===== config.mk =====
export PLATFORM = sky130hd
export DESIGN_NAME = mmio_timer
export DESIGN_NICKNAME = d
export VERILOG_FILES = /design/src/rtl/mmio_timer.sv
export SDC_FILE = /design/constraint.sdc
export NUM_CORES = 1
export LEC_CHECK = 0
export CAP_MARGIN = 20
export CORE_MARGIN = 2
export CORE_UTILIZATION = 56
export CTS_CLUSTER_DIAMETER = 120
export DETAILED_ROUTE_END_ITERATION = 8
export PLACE_DENSITY_LB_ADDON = 0.15
export REMOVE_ABC_BUFFERS = 1
export SYNTH_ARGS = -nofsm -noshare
export SYNTH_HDL_FRONTEND = slang
export SYNTH_SLANG_ARGS = --single-unit

===== constraint.sdc =====
create_clock -name clk -period 4.42 [get_ports clk]
set_clock_uncertainty 0.15 [all_clocks]
set_input_delay 0.442 -clock clk [delete_from_list [all_inputs] [get_ports clk]]
set_output_delay 0.442 -clock clk [all_outputs]
set_load 0.01 [all_outputs]

===== src/rtl/mmio_timer.sv =====
`timescale 1ns/1ps
// mmio_timer: memory-mapped, prescaled 32-bit down-counter that answers the
// CPU data-memory port next to the data RAM. Read data and irq are registered
// so the MEM->WB path sees the same one-cycle latency as the RAM.
module mmio_timer #(
    parameter int PRESCALE_W = 16
) (
    input  logic        clk,
    input  logic        reset,
    input  logic        sel,
    input  logic [5:0]  addr,
    input  logic        we,
    input  logic [31:0] din,
    output logic [31:0] dout,
    output logic        irq
);

    // Word offsets of the registers; offsets 5..7 are unmapped.
    typedef enum logic [2:0] {
        RegCtrl   = 3'd0,
        RegLoad   = 3'd1,
        RegCount  = 3'd2,
        RegStatus = 3'd3,
        RegPresc  = 3'd4
    } regIdx_t;

    logic                  ctrlEn;
    logic                  ctrlReload;
    logic                  ctrlIe;
    logic [31:0]           loadVal;
    logic [31:0]           countVal;
    logic                  expFlag;
    logic [PRESCALE_W-1:0] prescVal;
    logic [PRESCALE_W-1:0] pc;

    logic [2:0]            regIdx;
    logic [2:0]            unusedAddrHigh;
    logic                  wrAccess;
    logic                  wrCtrl;
    logic                  wrLoad;
    logic                  wrCount;
    logic                  wrStatus;
    logic                  wrPresc;
    logic                  enRise;
    logic                  tick;
    logic                  expire;
    logic [31:0]           readData;

    // Only the low three word-address bits select a register; the rest alias.
    assign regIdx         = addr[2:0];
    assign unusedAddrHigh = addr[5:3];

    assign wrAccess = sel & we;
    assign wrCtrl   = wrAccess && (regIdx == RegCtrl);
    assign wrLoad   = wrAccess && (regIdx == RegLoad);
    assign wrCount  = wrAccess && (regIdx == RegCount);
    assign wrStatus = wrAccess && (regIdx == RegStatus);
    assign wrPresc  = wrAccess && (regIdx == RegPresc);

    // A CTRL write turning EN on restarts the prescaler so the first tick is P+1 cycles out.
    assign enRise = wrCtrl & din[0] & ~ctrlEn;
    assign tick   = ctrlEn && (pc == prescVal);
    assign expire = tick && (countVal == 32'd0);

    // Prescaler: counts 0..P while enabled, wrapping to 0 on each tick.
    always_ff @(posedge clk) begin
        // NOTE: reset is tested first so it overrides any same-cycle write or tick.
        if (reset) begin
            // NOTE: non-blocking assignments keep every register sampling pre-edge values.
            pc <= '0;
        end else if (enRise || tick) begin
            pc <= '0;
        end else if (ctrlEn) begin
            pc <= pc + PRESCALE_W'(1);
        end
    end

    // Control bits: a CPU write beats the one-shot EN clear in the same cycle.
    always_ff @(posedge clk) begin
        if (reset) begin
            ctrlEn     <= 1'b0;
            ctrlReload <= 1'b0;
            ctrlIe     <= 1'b0;
        end else if (wrCtrl) begin
            ctrlEn     <= din[0];
            ctrlReload <= din[1];
            ctrlIe     <= din[2];
        end else if (expire && !ctrlReload) begin
            ctrlEn <= 1'b0;
        end
    end

    // Reload value and prescaler divider are plain CPU-written registers.
    always_ff @(posedge clk) begin
        if (reset) begin
            loadVal  <= '0;
            prescVal <= '0;
        end else begin
            if (wrLoad)  loadVal  <= din;
            if (wrPresc) prescVal <= din[PRESCALE_W-1:0];
        end
    end

    // Down-counter: CPU write wins over a tick; zero either reloads (old LOAD) or holds.
    always_ff @(posedge clk) begin
        if (reset) begin
            countVal <= '0;
        end else if (wrCount) begin
            countVal <= din;
        end else if (tick) begin
            if (countVal != 32'd0) begin
                countVal <= countVal - 32'd1;
            end else if (ctrlReload) begin
                countVal <= loadVal;
            end
        end
    end

    // Sticky expiry flag: a new expiry beats a same-cycle write-1-to-clear.
    always_ff @(posedge clk) begin
        if (reset) begin
            expFlag <= 1'b0;
        end else if (expire) begin
            expFlag <= 1'b1;
        end else if (wrStatus && din[0]) begin
            expFlag <= 1'b0;
        end
    end

    // Read mux: selects the addressed register; unmapped offsets read as zero.
    always_comb begin
        // NOTE: defaulting readData first keeps this block free of inferred latches.
        readData = '0;
        case (regIdx)
            RegCtrl:   readData = {29'd0, ctrlIe, ctrlReload, ctrlEn};
            RegLoad:   readData = loadVal;
            RegCount:  readData = countVal;
            RegStatus: readData = {31'd0, expFlag};
            RegPresc:  readData = 32'(prescVal);
            default:   readData = '0;
        endcase
    end

    // Registered outputs: read data every cycle regardless of sel, and the level interrupt.
    always_ff @(posedge clk) begin
        if (reset) begin
            dout <= '0;
            irq  <= 1'b0;
        end else begin
            dout <= readData;
            irq  <= expFlag & ctrlIe;
        end
    end

endmodule

==> results.json <==
{
  "synth_area_leaders": "dfxtp_1, nand2_1, a21oi_1, nor2_1, a22oi_1",
  "yosysUniqueCellTypes": 65,
  "crit_chain": "inv_1, ha_1, or4b_2, or4_4, or4_4, o211ai_4, nor2_1, o311a_1",
  "vdd_drop_max_uv": 350,
  "hold_buffers": 0,
  "synth_top_area_share_pct": 40.7,
  "synth_seq_area_share_pct": 40.7,
  "leakage_nw": 2.86,
  "clock-sinks": 133,
  "syn-cell-area_um2": 6540,
  "grt_pass1_wl_um": 32900,
  "synth_cells": 838,
  "cts_resized": 0,
  "dpl-instance-area_um2": 7300,
  "criticalPathCategory": "register to register",
  "drt_first_iter_violations": 782,
  "synthArstFlopShare_pct": 0,
  "synth-main-ff-cell": "dfxtp_1",
  "cap_violations": 0,
  "die_h_um": 112,
  "critPathArrivalTime_ns": 4.03,
  "status": "complete, no violations",
  "synth-edff-count": 0,
  "fin_crit_ns": 3.87,
  "fin_area_um2": 7900,
  "worst_hold_path_type": "primary input to register",
  "ys_warn_count": 0,
  "final_util_pct": 69.2,
  "die_w_um": 112,
  "ioPinCount": 75,
  "critPathMaxStageDelay_ns": 0.72,
  "initial_core_util_pct": 57.2,
  "final_nets": 934,
  "slew_viol_final": 0,
  "crit_path_end_kind": "register",
  "die_area_um2": 12500,
  "cts_setup_buffers": 0,
  "grt_pass1_vias": 6513,
  "clockBufferDepth": 2,
  "synth.avg_cell_area_um2": 7.80,
  "tns_ns": 0,
  "drive_gt1_share_pct": 7.00,
  "cts_root_buf": "clkbuf_16",
  "clk_latency_ns": 0.43,
  "ant_nets": 0,
  "power_w": 0.00317,
  "cp_data_required_time_ns": 4.59,
  "core_um2": 11400,
  "totalWireLength_um": 20100,
  "cp_max_fo": 22,
  "grt_antenna_before_repair": 0,
  "slew_headroom_pct": 39.6,
  "overflow": 0,
  "cts_tree": "done",
  "port_buffers": 71,
  "rsz0062_at_grt": "false",
  "num_rows": 39,
  "cpMostUsedCell": "or4_4",
  "worstSetupStartpointType": "register",
  "p_per_area_nw_per_um2": 401,
  "ys_ff_latch": 133,
  "diodes": 0,
  "clock.fmax_ghz": 0.259,
  "hold_viol_final": 0,
  "clkTransAtPathRegs_ns": 0.06,
  "viasPerCell": 6.46,
  "grt_start_max_net_pins": 51,
  "place_congestion": 0.936,
  "tightest_slew_ns": 0.903,
  "final_common_cell": "nand2_1",
  "cts.htree.levels": 4,
  "vias": 6742,
  "area_growth_pct": 20.9,
  "wl_per_cell_um": 19.3,
  "hpwlAfterDp_um": 13500,
  "yosys.area.top_type": "dfxtp_1",
  "drc_errors": 0,
  "period_share_pct": 87.5,
  "setup_viol": 0,
  "hold_slack_ns": 0.291,
  "critical_path.slowest_cell": "or4_4",
  "dr.pass1.iters": 6,
  "track_usage_pct": 32.6,
  "final_cell_mix": "nand2_1, dfxtp_1, nor2_1, a21oi_1, clkdlybuf4s50_1",
  "cts_made_buffers": 17
}
cell type report:
class | instances | area (um^2)
Multi-Input combinational cell | 638 | 3590
Fill cell | 941 | 3510
Sequential cell | 133 | 2660
Timing Repair Buffer | 90 | 852
Clock buffer | 27 | 523
Tap cell | 143 | 179
Clock inverter | 3 | 65.1
Inverter | 9 | 33.8
layer usage:
layer | up-vias | GRT usage, % | share of wire, %
met3 | 61 | 8.91 | 11
met5 | - | 0 | 0
met2 | 421 | 49.8 | 45
met1 | 3174 | 43.6 | 41
li1 | 3086 | - | -
met4 | 0 | 14.0 | 3.0
cell usage after synthesis (12+ instances only):
master and n:
a21oi_1 87, nand2_1 147, nor2_1 108, nand4_1 12, a22oi_1 31, xor2_1 20
nand3_1 18, o21ai_0 24, dfxtp_1 133, xnor2_1 13, nor4_1 17, clkbuf_1 50
power breakdown:
part / switching, W / leakage, nW / total (W) / internal [W]
Sequential: 0.0000197 / 1.07 / 0.00123 / 0.00121
Clock: 0.000505 / 0.290 / 0.00142 / 0.000913
Combinational: 0.000330 / 1.50 / 0.000517 / 0.000187
critical path, delay by kind of cell, from the launching register on:
family | cells | cell delay (ns)
DFF | 1 | 0.33
and+or+nand+nor | 4 | 1.97
buffers and inverters | 1 | 0.15
AOI/OAI and AO/OA | 2 | 0.96
adders and majority gates | 1 | 0.17
stage by stage:
stage	setup WS, ns	instances
after floorplan	1.08	780
after global placement	0.669	1012
after detailed placement	0.597	1012
after CTS	0.593	1042
after global routing	0.406	1043
final	0.554	1043
path summary, 6_finish.rpt:
path	endpoint	slack [ns]	startpoint	cells past startpoint
worst max register to register	countVal[14]$_SDFFE_PP0P_	0.55	countVal[0]$_SDFFE_PP0P_	8
worst max-delay path	countVal[14]$_SDFFE_PP0P_	0.55	countVal[0]$_SDFFE_PP0P_	8
worst min-delay path	prescVal[10]$_SDFFE_PP0P_	0.29	reset	2
worst min register to register	loadVal[24]$_SDFFE_PP0P_	0.32	loadVal[24]$_SDFFE_PP0P_	2
flip-flops by register name (all words and copies together), names as in the netlist:
register and count:
expFlag 1, pc 16, ctrlReload 1, loadVal 32, dout 32, irq 1
prescVal 16, countVal 32, ctrlEn 1, ctrlIe 1
kinds of logic after synthesis:
logic type	count (synthesis)	synth area share, %
AOI/OAI and AO/OA	224	22.6
xor gates and xnor gates	33	4.42
adders and majority gates	3	0.574
buffers and inverters	67	4.44
DFF	133	40.7
muxes	7	1.09
and+or+nand+nor	371	26.2
(Power assumes the default switching activity.)
